### src/rtl/imem_arbiter.sv
// Arbitrates the single-port instruction memory between fetch (priority) and the loader/debug port.
// Optional IMEM_ARB_LOCK_EN adds l_lock for exclusive loader ownership across multiple accesses.
module imem_arbiter #(
   parameter int unsigned ADDR_W   = 32,
   parameter int unsigned DATA_W   = 32,
   parameter int unsigned MAX_WAIT = 4
) (
   input  logic              clk,
   input  logic              rst_n,
   input  logic              f_req,
   input  logic [ADDR_W-1:0] f_addr,
   output logic              f_gnt,
   output logic              f_rvalid,
   output logic [DATA_W-1:0] f_rdata,
   input  logic              l_req,
   input  logic              l_we,
   input  logic [ADDR_W-1:0] l_addr,
   input  logic [DATA_W-1:0] l_wdata,
   output logic              l_gnt,
   output logic              l_rvalid,
   output logic [DATA_W-1:0] l_rdata,
`ifdef IMEM_ARB_LOCK_EN
   input  logic              l_lock,
`endif
   output logic              mem_en,
   output logic              mem_we,
   output logic [ADDR_W-1:0] mem_addr,
   output logic [DATA_W-1:0] mem_wdata,
   input  logic [DATA_W-1:0] mem_rdata
);

   localparam int unsigned CNT_W = 4;
   localparam logic [CNT_W-1:0] WAIT_MAX = CNT_W'(MAX_WAIT);

   typedef enum logic [1:0] {
      OWN_NONE  = 2'd0,
      OWN_FETCH = 2'd1,
      OWN_LOAD  = 2'd2
   } owner_t;

   owner_t             rd_owner, rd_owner_nxt;
   logic [CNT_W-1:0]   wait_cnt, wait_cnt_nxt;
   logic               locked;

   // rst_n is an active-high synchronous reset despite its name
   always_ff @(posedge clk) begin
      if (rst_n) begin
         wait_cnt <= '0;
         rd_owner <= OWN_NONE;
      end else begin
         wait_cnt <= wait_cnt_nxt;
         rd_owner <= rd_owner_nxt;
      end
   end

`ifdef IMEM_ARB_LOCK_EN
   logic locked_nxt;

   // Lock is taken on a granted locked access and dropped on any edge with l_lock low
   always_ff @(posedge clk) begin
      if (rst_n) locked <= 1'b0;
      else       locked <= locked_nxt;
   end

   always_comb begin
      locked_nxt = 1'b0;
      if (l_lock) locked_nxt = locked | l_gnt;
   end
`else
   assign locked = 1'b0;
`endif

   // Grants, memory mux and next-state
   always_comb begin
      f_gnt        = 1'b0;
      l_gnt        = 1'b0;
      mem_en       = 1'b0;
      mem_we       = 1'b0;
      mem_addr     = '0;
      mem_wdata    = '0;
      wait_cnt_nxt = '0;
      rd_owner_nxt = OWN_NONE;

      if (!rst_n) begin
         l_gnt = l_req & ((wait_cnt == WAIT_MAX) | ~f_req | locked);
         f_gnt = f_req & ~l_gnt & ~locked;
      end

      if (f_gnt) begin
         mem_en   = 1'b1;
         mem_addr = f_addr;
      end else if (l_gnt) begin
         mem_en    = 1'b1;
         mem_we    = l_we;
         mem_addr  = l_addr;
         mem_wdata = l_wdata;
      end

      if (l_req && !l_gnt)
         wait_cnt_nxt = (wait_cnt >= WAIT_MAX) ? WAIT_MAX : wait_cnt + CNT_W'(1);

      if (f_gnt)              rd_owner_nxt = OWN_FETCH;
      else if (l_gnt && !l_we) rd_owner_nxt = OWN_LOAD;
   end

   assign f_rvalid = (rd_owner == OWN_FETCH) & ~rst_n;
   assign l_rvalid = (rd_owner == OWN_LOAD) & ~rst_n;
   assign f_rdata  = mem_rdata;
   assign l_rdata  = mem_rdata;

endmodule

### config.mk
export PLATFORM = sky130hd
export DESIGN_NAME = imem_arbiter
export DESIGN_NICKNAME = d
export VERILOG_FILES = /design/src/rtl/imem_arbiter.sv
export SDC_FILE = /design/constraint.sdc
export NUM_CORES = 1
export LEC_CHECK = 0
export BUFFER_PORTS_ARGS = -buffer_cell sky130_fd_sc_hd__buf_2
export CORE_AREA = 8 8 96 98
export CTS_CLUSTER_DIAMETER = 40
export DETAILED_ROUTE_END_ITERATION = 7
export DIE_AREA = 0 0 104 106
export PLACE_DENSITY = 0.69
export SYNTH_ARGS = -nofsm -noshare
export SYNTH_HDL_FRONTEND = slang
export SYNTH_SLANG_ARGS = --single-unit
### constraint.sdc
create_clock -name clk -period 4.3 [get_ports clk]
set_input_delay 0.645 -clock clk [delete_from_list [all_inputs] [get_ports clk]]
set_output_delay 0.645 -clock clk [all_outputs]
set_load 0.005 [all_outputs]
## Yosys cells after proc, flatten, opt, wreduce, memory -nomap -nowiden

Index checks and enable logic that the tools add are counted.

- Mux-type cells: 13
- Order comparisons: 1
- Bitwise gates (word level): 9
- Reduce and logical (&&, ||, !) cells: 7
- $add $sub $neg: 1
- Equal/unequal tests: 3

Operator list:

| kind | number |
|---|---|
| 2-to-1 mux 32 bit | 4 |
| 2-to-1 mux 1 bit | 7 |
| adder 4 x 1 -> 4 bit, second input constant | 1 |
| bitwise AND 1 bit | 4 |
| equality test 4 x 3 -> 1 bit, second input constant | 1 |
| greater-or-equal comparator 4 x 3 -> 1 bit, second input constant | 1 |
| NOT 1 bit | 4 |
| OR reduction 2 bit | 2 |
| 2-to-1 mux 3 bit | 1 |
| OR reduction 3 bit | 1 |
| equality test 2 x 1 -> 1 bit, second input constant | 1 |
| equality test 2 bit, second input constant | 1 |
| logical AND 1 bit | 2 |
| zero test 1 bit | 2 |
| 2-to-1 mux 2 bit | 1 |
| bitwise OR 1 bit | 1 |

- Output and inout port bits: 134
- Word-level logic and storage cells: 38
- Flip-flop bits (word level): 6

## Longest topological paths before layout

Gate-level depths: netlist of the first run.

- Depth in word-level cells: 8
- Depth in mapped cells: 7
- Depth with buffers taken out: 5

## Worst setup path before layout of the first run

No wires, ideal clock.

- Kind: input port to output port
- Start: in l_req
- End: out mem_addr[22]
- Cell stages on the path: 5
- Required time: 3655 ps
- Setup slack: 2258 ps
- Path buffers: 2
- Data arrival time: 1397 ps
- Cells stage by stage: nand2b_1 o21ba_1 buf_6 buf_6 a22o_1

- Longest elaborated chain between the ends: 5
- Elaborated cells on any way between the ends: 7
- Classes of those cells: mux (4); bitwise (3)

RTL lines:

| element | RTL line | RTL |
|---|---|---|
| start: declaration | 15 | `input logic l_req,` |
| bitwise AND 1 bit | 85 | `l_gnt = l_req & ((wait_cnt == WAIT_MAX) \| ~f_req \| locked);` |
| NOT 1 bit | 86 | `f_gnt = f_req & ~l_gnt & ~locked;` |
| bitwise AND 1 bit | 86 |  |
| 2-to-1 mux 1 bit | 84 | `if (!rst_n) begin` |
| net f_gnt | 12 | `output logic f_gnt,` |
| 2-to-1 mux 32 bit | 89 | `if (f_gnt) begin` |
| end: declaration | 27 | `output logic [ADDR_W-1:0] mem_addr,` |

The timed path passes the listed nets, and every way through them passes these cells.

## Worst setup path in the final report of the first run

- Start: in rst_n
- End: out mem_addr[30]

- Longest elaborated chain between the ends: 3
- Elaborated cells on any way between the ends: 4
- Classes of those cells: mux (4)

RTL lines:

| element | RTL line | RTL |
|---|---|---|
| start: declaration | 9 | `input logic rst_n,` |
| 2-to-1 mux 1 bit | 84 |  |
| 2-to-1 mux 32 bit | 92 | `end else if (l_gnt) begin` |
| 2-to-1 mux 32 bit * | 89 |  |

Every way passes the cells marked *; elsewhere a longest branch is shown, timed or not.

==> flow_summary.yaml, run 1 <==
global_routing:
  grt_pass1_wl_um: 8600
  antenna_found_initial: 0
  grt_pass1_vias: 1614
  grtUsageTotal_pct: 9.68
  grt_max_degree: 36
  overflow: 0
floorplan:
  die_x_um: 104
  start_util_pct: 17.1
  dieArea_um2: 11000
  chipHeight_um: 106
  core-area_um2: 7850
  ios: 267
  rows: 33
flow_run:
  cap_viol_max_count: 0
timing:
  fin_crit_sh_pct: 67.1
  whs_ns: 0.463
  finalMaxSlewViolations: 0
  finalHoldViolCount: 0
  worstMarginPinSlew_ns: 0.597
  slew-limit-headroom_pct: 60.1
  tns_ns: 0
  setup_viol: 0
  fmax_ghz: 0.347
  rsz0062_at_grt: "false"
  period_minus_slack_ns: 2.88
  skew_ns: 0.00201
route:
  drc: 0
  antenna_left: 0
  dr.pass1.iters: 4
  wl_um: 6000
  vias: 1492
  drt_iter0_markers: 43
  wl_per_cell_um: 16.0
  vias_per_cell: 3.98
critical_path:
  cp_slowest_cell: "a21oi_4"
  crit_path_end_kind: "output pin"
  cp_top_family: "compound AO/OA/AOI/OAI gates"
  crit_buf_inv: 3
  worstPathRequired_ns: 3.65
  arrival_ns: 2.24
  path_common_cell: "buf_2"
  crit_chain: "buf_2 -> nand2b_1 -> a21oi_4 -> buf_4 -> a22o_1 -> buf_2"
  path_class: "in2out"
  r2r_slack_ns: 2.36
  crit_fanout: 35
  cpPeakStageDelay_ns: 0.48
  startpoint_type: "input port"
placement:
  io_buffers: 170
  place_congestion: 0.895
  dpl_cell_area_um2: 1780
  dp_hpwl_um: 5260
clock_network:
  root_buffer: "clkbuf_8"
  clk_path_buf_depth: 2
  cts_tree: "done"
  clk-insertion-delay-late_ns: 0.22
  htree_num_levels: 1
  post_cts_buffers: 0
  cts.sinks: 6
  cts_hold_buf: 0
  clkTransAtPathRegs_ns: 0.03
  cts_buffers: 3
  post_cts_resized: 0
final_layout:
  fin_util_pct: 23.2
  drive_gt1_share_pct: 66.3
  final_cell_mix: "buf_2 (170), and2_1 (33), a22o_1 (32)"
  diodes: 0
  final_common_cell: "buf_2"
  fin_nets: 407
  syn2layout_area_growth_pct: 35.6
  fillers: 871
  final_area_um2: 1820
yosys:
  synth-edff-count: 0
  yosysSeqAreaShare_pct: 8.96
  synth_ff_type: "dfxtp_1"
  synthArstFlopShare_pct: 0
  synth_area_um2: 1340
  synth_area_per_cell_um2: 7.89
  synthCells: 170
  synth_cell_types: 23
  synth_warnings: 0
  ys_seq_elements: 6
  synth_nets: 305
power:
  finalPower_uw: 266
  ir_drop_mv: 0.0637
  p_leak_uw: 0.00111
  power.density_nw_per_um2: 146
status:
  status: "finished clean"
min_path:
  min_path_type: "reg2reg"
-- final timing paths --
check | start | end | cells after the start
max | rst_n | mem_addr[30] | 6
min | wait_cnt[0]$_SDFF_PP0_ | wait_cnt[0]$_SDFF_PP0_ | 1
min reg2reg | wait_cnt[0]$_SDFF_PP0_ | wait_cnt[0]$_SDFF_PP0_ | 1
max reg2reg | wait_cnt[0]$_SDFF_PP0_ | rd_owner[1]$_SDFF_PP0_ | 6
-- flip-flops by register name (all words and copies together), names as in the netlist --
register	cells
rd_owner	2
wait_cnt	4
-- layer usage --
| metal | track usage, % | share of wire, % | up-vias |
|---|---|---|---|
| met5 | 0 | 0 | - |
| met3 | 4.66 | 13 | 34 |
| met2 | 17.9 | 51 | 117 |
| met1 | 8.17 | 32 | 634 |
| li1 | - | - | 707 |
| met4 | 6.31 | 4.2 | 0 |
-- synthesized netlist by cell type (2+ instances only) --
| cell type | n | area [um^2] |
|---|---|---|
| a22o_1 | 32 | 280 |
| and2_1 | 33 | 206 |
| buf_4 | 68 | 510 |
| buf_6 | 4 | 45.0 |
| clkbuf_1 | 2 | 7.51 |
| dfxtp_1 | 6 | 120 |
| ha_1 | 2 | 25.0 |
| inv_1 | 3 | 11.3 |
| nand2b_1 | 2 | 12.5 |
| nor2_1 | 2 | 7.51 |
| nor3b_1 | 3 | 22.5 |
| nor4_1 | 2 | 12.5 |
-- power by group --
group | total [uW] | switching [uW] | internal [uW]
combinational | 126 | 52.3 | 73.5
sequential | 59.1 | 1.16 | 57.9
clock | 81.4 | 21.5 | 59.9
-- metrics by stage --
step	cells	worst slack [ns]
after global routing	375	1.21
after floorplan	170	2.26
after CTS	375	1.36
after global placement	372	1.46
after detailed placement	372	1.37
final	375	1.42
-- logic make-up (layout without fill, tap and decap cells) --
kind of cell | after synthesis | in the layout | synth area share (%)
other | 1 | 1 | 0.280
AOI/OAI and AO/OA | 36 | 36 | 23.4
DFF | 6 | 6 | 8.96
and+or+nand+nor | 47 | 47 | 22.3
adders and majority gates | 2 | 2 | 1.87
buffers and inverters | 78 | 178 | 43.2
-- layout make-up --
cell class	count	area, um^2	share of cell area [%]
Multi-Input combinational cell	86	649	35.7
Sequential cell	6	120	6.60
Clock buffer	3	41.3	2.27
Inverter	3	11.3	0.619
Timing Repair Buffer	172	866	47.6
Tap cell	105	131	7.22
Power figures use the tool's default switching activity.
==> inputs of run 2 (changes only) <==
--- a/config.mk
+++ b/config.mk
@@ -6,10 +6,10 @@
 export NUM_CORES = 1
 export LEC_CHECK = 0
 export BUFFER_PORTS_ARGS = -buffer_cell sky130_fd_sc_hd__buf_2
-export CORE_AREA = 8 8 96 98
+export CORE_AREA = 8 8 98 100
 export CTS_CLUSTER_DIAMETER = 40
 export DETAILED_ROUTE_END_ITERATION = 7
-export DIE_AREA = 0 0 104 106
+export DIE_AREA = 0 0 106 108
 export PLACE_DENSITY = 0.69
 export SYNTH_ARGS = -nofsm -noshare
 export SYNTH_HDL_FRONTEND = slang
==> constraint.sdc (replaced) <==
create_clock -name clk -period 2.65 [get_ports clk]
set_input_delay 0.3975 -clock clk [delete_from_list [all_inputs] [get_ports clk]]
set_output_delay 0.3975 -clock clk [all_outputs]
set_load 0.005 [all_outputs]
==> flow_summary.yaml, run 2 (synthesis gave the netlist of run 1 again) <==
status:
  status: "finished clean"
route:
  vias_per_cell: 3.98
  drt_iter0_markers: 53
  drc: 0
  wl_um: 5950
  antenna_left: 0
  dr.pass1.iters: 3
  wl_per_cell_um: 15.9
  vias: 1491
timing:
  whs_ns: 0.369
  fin_crit_sh_pct: 80.7
  period_minus_slack_ns: 2.14
  fmax_ghz: 0.468
  finalHoldViolCount: 0
  layout_setup_ws_ns: 0.512
  tns_ns: 0
  skew_ns: 0.000500
  finalMaxSlewViolations: 0
  rsz0062_at_grt: "false"
  setup_viol: 0
floorplan:
  core-area_um2: 8050
  start_util_pct: 16.7
  rows: 33
  ios: 267
  chipHeight_um: 108
  die_x_um: 106
  dieArea_um2: 11400
clock_network:
  clkTransAtPathRegs_ns: 0.03
  cts_buffers: 3
  htree_num_levels: 1
  cts_hold_buf: 0
  root_buffer: "clkbuf_8"
  post_cts_resized: 0
  post_cts_buffers: 0
  clk_path_buf_depth: 2
  cts_tree: "done"
  clk-insertion-delay-late_ns: 0.22
  cts.sinks: 6
global_routing:
  grt_pass1_wl_um: 8360
  met3_usage_pct: 3.81
  grt_pass1_vias: 1610
  antenna_found_initial: 0
  use_met2_pct: 16.9
  busiest_layer: "met2"
  use_met1_pct: 7.67
  grtUsageTotal_pct: 9.00
  overflow: 0
  grt_max_degree: 68
power:
  power_frac_comb_pct: 47.5
  clkPwrFrac_pct: 30.3
  finalPower_uw: 431
  switching_share_pct: 27.6
  ir_drop_mv: 0.0951
  p_int_uw: 312
  power.switching_uw: 119
  power.density_nw_per_um2: 235
  seq_power_share_pct: 22.3
  p_leak_uw: 0.00112
final_layout:
  fin_nets: 407
  diodes: 0
  final_common_cell: "buf_2"
  top_register: "wait_cnt"
  syn2layout_area_growth_pct: 36.6
  drive_gt1_share_pct: 66.3
  largestRegisters: "wait_cnt: 4 flops, rd_owner: 2 flops"
  largest_reg_flops: 4
  final_cell_mix: "buf_2 (170), and2_1 (33), a22o_1 (32)"
min_path:
  min_path_type: "in2reg"
  hold_start: "l_we"
critical_path:
  worstPathRequired_ns: 2.25
  r2r_start: "wait_cnt[0]$_SDFF_PP0_"
  path_class: "reg2out"
  r2r_slack_ns: 1.28
  arrival_ns: 1.74
  crit_fanout: 33
  startpoint_type: "register"
  crit_path_end_kind: "output pin"
  startpoint: "wait_cnt[0]$_SDFF_PP0_"
placement:
  io_buffers: 170
  dp_hpwl_um: 5180
  place_congestion: 0.775
  pre_cts_ws_ns: 0.680
flow_run:
  cap_viol_max_count: 0
run 2: cell types whose count changed in the layout (fill, tap and decap cells not counted):
| cell | change |
|---|---|
| buf_12 | +1 |
| buf_4 | -1 |
run 2: routing by layer:
layer | routed length, um | share of wire (%) | vias to the layer above
met5 | 0 | 0 | -
met1 | 1930 | 32 | 618
met3 | 731 | 12 | 50
met2 | 3020 | 51 | 116
met4 | 274 | 4.6 | 0
li1 | - | - | 707
run 2: critical path: stages, from the launching register on:
cell and delay, ns:
dfxtp_1 0.34, inv_1 0.06, ha_1 0.20, nand2_1 0.11, o21ba_1 0.13, buf_4 0.32
a22o_1 0.22, buf_2 0.12
run 2: cell type report:
| class | count | area [um^2] |
|---|---|---|
| multi-input combinational | 86 | 649 |
| timing repair buffer | 172 | 878 |
| inverter | 3 | 11.3 |
| tap | 105 | 131 |
| clock buffer | 3 | 41.3 |
| sequential | 6 | 120 |
| fill | 916 | 6220 |
run 2: power by group through the flow:
| stage | Clock [uW] | Sequential [uW] | Combinational, uW |
|---|---|---|---|
| 2_1_floorplan | 0 | 96.6 | 161 |
| 3_3_place_gp | 0 | 96.9 | 205 |
| 3_5_place_dp | 0 | 97.1 | 209 |
| 4_1_cts | 136 | 95.8 | 209 |
| 5_1_grt | 143 | 96.3 | 227 |
| 6_report | 130 | 95.9 | 205 |
run 2: through the flow:
step	instance area [um^2]	utilization (%)	std cells
global route	1830	22.8	375
CTS	1830	22.8	375
floorplan	1340	-	170
finish	1830	22.8	375
global placement	1790	22.2	372
detailed placement	1790	22.2	372
run 2: worst paths after layout:
path | cells after the start | to
max reg2reg | 6 | rd_owner[1]$_SDFF_PP0_
max | 7 | mem_addr[10]
min | 2 | rd_owner[1]$_SDFF_PP0_
min reg2reg | 1 | wait_cnt[0]$_SDFF_PP0_
==> inputs of run 3 (changes only) <==
--- a/config.mk
+++ b/config.mk
@@ -5,12 +5,13 @@
 export SDC_FILE = /design/constraint.sdc
 export NUM_CORES = 1
 export LEC_CHECK = 0
+export ABC_AREA = 1
 export BUFFER_PORTS_ARGS = -buffer_cell sky130_fd_sc_hd__buf_2
 export CORE_AREA = 8 8 98 100
 export CTS_CLUSTER_DIAMETER = 40
 export DETAILED_ROUTE_END_ITERATION = 7
 export DIE_AREA = 0 0 106 108
-export PLACE_DENSITY = 0.69
+export PLACE_DENSITY = 0.7
 export SYNTH_ARGS = -nofsm -noshare
 export SYNTH_HDL_FRONTEND = slang
 export SYNTH_SLANG_ARGS = --single-unit
==> constraint.sdc (replaced) <==
create_clock -name clk -period 2.15 [get_ports clk]
set_input_delay 0.3225 -clock clk [delete_from_list [all_inputs] [get_ports clk]]
set_output_delay 0.3225 -clock clk [all_outputs]
set_load 0.005 [all_outputs]
==> flow_summary.yaml, run 3 <==
yosys:
  synth-edff-count: 0
  ys_top_cells_by_count: "nand3_1 (66), buf_4 (64), inv_1 (42)"
  ys_seq_elements: 6
  synth_cell_types: 16
  synth.top_cell.area_share_pct: 30.9
  synthArstFlopShare_pct: 0
  synth_nets: 414
  synth_area_um2: 1560
  synthCells: 279
  yosysTopAreaCell: "buf_4"
  synth_ff_type: "dfxtp_1"
  yosysSeqAreaShare_pct: 7.72
  synth_area_per_cell_um2: 5.57
  synth_warnings: 0
  synthTopCellsByArea: "buf_4 (31%), nand3_1 (21%), inv_1 (10%)"
  yosysMostFrequentCell: "nand3_1"
route:
  vias_per_cell: 4.29
  wl_um: 7400
  dr.pass1.iters: 4
  drt_iter0_markers: 105
  wl_per_cell_um: 15.3
  vias: 2070
  drc: 0
  antenna_left: 0
placement:
  place_congestion: 0.823
  dp_hpwl_um: 6520
  io_buffers: 170
  pre_cts_ws_ns: 0.285
global_routing:
  grt_pass1_wl_um: 11300
  grt_pass1_vias: 2236
  grt_max_degree: 37
  antenna_found_initial: 0
  overflow: 0
  grtUsageTotal_pct: 12.1
critical_path:
  cpPeakStageDelay_ns: 0.32
  r2r_start: "wait_cnt[0]$_SDFF_PP0_"
  path_class: "reg2out"
  cp_slowest_cell: "dfxtp_1"
  arrival_ns: 1.68
  rr_worst_depth: 6
  startpoint_type: "register"
  crit_fanout: 29
  r2r_end: "rd_owner[1]$_SDFF_PP0_"
  r2r_slack_ns: 0.75
  path_common_cell: "nand3_1"
  crit_chain: "inv_1 -> ha_1 -> nand3_1 -> nand2_2 -> buf_6 -> nand3_1 -> nand2_1 -> buf_2"
  crit_path_end_kind: "output pin"
  worstPathRequired_ns: 1.83
final_layout:
  drive_gt1_share_pct: 48.4
  fillers: 944
  syn2layout_area_growth_pct: 32.3
  ff_latch_area_um2: 120
  final_cell_mix: "buf_2 (170), nand3_1 (66), inv_1 (42)"
  largest_reg_flops: 4
  top_register: "wait_cnt"
  largestRegisters: "wait_cnt: 4 flops, rd_owner: 2 flops"
  fin_nets: 515
  final_common_cell: "buf_2"
  diodes: 0
  multi_input_area_um2: 699
floorplan:
  dieArea_um2: 11400
  core-area_um2: 8050
  start_util_pct: 19.3
  rows: 33
  die_x_um: 106
  ios: 267
  chipHeight_um: 108
min_path:
  hold_start: "l_we"
  min_to: "rd_owner[1]$_SDFF_PP0_"
  min_path_type: "in2reg"
  holdPathStages: 2
clock_network:
  cts_tree: "done"
  clkTransAtPathRegs_ns: 0.04
  cts_hold_buf: 0
  root_buffer: "clkbuf_8"
  clk-insertion-delay-late_ns: 0.22
  cts_buffers: 3
  clk_path_buf_depth: 2
  htree_num_levels: 1
  cts.sinks: 6
timing:
  period_minus_slack_ns: 2.00
  tns_ns: 0
  rsz0062_at_grt: "false"
  fmax_ghz: 0.499
  finalHoldViolCount: 0
  fin_crit_sh_pct: 93.1
  setup_viol: 0
  finalMaxSlewViolations: 0
  worstMarginPinSlew_ns: 0.532
  layout_setup_ws_ns: 0.148
  slew-limit-headroom_pct: 64.4
  skew_ns: 0.00364
power:
  power.density_nw_per_um2: 277
  p_leak_uw: 0.00148
  ir_drop_mv: 0.0940
flow_run:
  cap_viol_max_count: 0
status:
  status: "finished clean"
-- run 3: cell count changes in the layout (fill, tap and decap cells not counted), sizes merged, moves of 2 or more --
cell    before  now
inv          3   43
nand4        0    2
buf        172  175
o21ba        2    0
nor3b        3    0
nand2b       3    0
a21oi        2    0
nor3         0    2
nor2         2   41
nor4         2    0
and2        33    0
nand3        0   66
nand2        1   37
a22o        32    0
-- run 3: per-stage QoR --
stage / util [%] / std cells / hold WS, ns / area, um^2 / total power, uW
3_3_place_gp: 25.0 / 480 / 0.431 / 2010 / 402
5_1_grt: 25.6 / 483 / 0.302 / 2060 / 621
4_1_cts: 25.5 / 483 / 0.287 / 2050 / 584
2_1_floorplan: - / 279 / 0.395 / 1560 / 333
6_report: 25.6 / 483 / 0.293 / 2060 / 569
3_5_place_dp: 25.0 / 480 / 0.442 / 2010 / 408
-- run 3: routing by layer --
metal | wire length [um] | part of all wire (%) | vias up | GRT usage [%]
met1 | 2380 | 32 | 877 | 10.6
met4 | 105 | 1.4 | 0 | 3.62
li1 | - | - | 985 | -
met2 | 3910 | 53 | 200 | 23.9
met5 | 0 | 0 | - | 0
met3 | 1010 | 14 | 8 | 5.89
-- run 3: logic make-up after synthesis --
kind of cell             share of synthesized area (%)
other                                            0.241
buffers and inverters                             47.3
AND/OR/NAND/NOR                                   43.1
flip-flops                                        7.72
adder cells (fa/ha/maj)                           1.61
-- run 3: critical path, delay by kind of cell (launching register included) --
kind | cells | cell delay (ns)
simple gates | 4 | 0.54
fa+ha+maj | 1 | 0.16
buf+inv | 3 | 0.43
flops | 1 | 0.32
-- run 3: power by group --
group	total [uW]	switching, uW	internal [uW]
registers	118	2.30	116
logic	283	142	141
clock network	168	47.5	120
-- run 3: worst max-delay path by stage --
| stage | from | to |
|---|---|---|
| detailed placement | wait_cnt[0]$_SDFF_PP0_ | mem_addr[2] |
| CTS | wait_cnt[0]$_SDFF_PP0_ | mem_addr[2] |
| global route | wait_cnt[0]$_SDFF_PP0_ | mem_addr[2] |
| finish | wait_cnt[0]$_SDFF_PP0_ | mem_addr[2] |
| global placement | wait_cnt[0]$_SDFF_PP0_ | mem_addr[2] |
| floorplan | wait_cnt[0]$_SDFF_PP0_ | mem_en |
-- run 3: area by class of cell --
cell class	instances	share of cell area, %
inverter	43	7.84
sequential	6	5.84
timing repair buffer	175	44.0
multi-input combinational	151	34.0
tap	105	6.38
clock buffer	3	2.01
-- run 3: repair_timing --
| item | CTS | global route |
|---|---|---|
| buffers inserted | 0 | 0 |
| resized for setup | 0 | 1 |
| setup endpoints to repair | 0 | 8 |
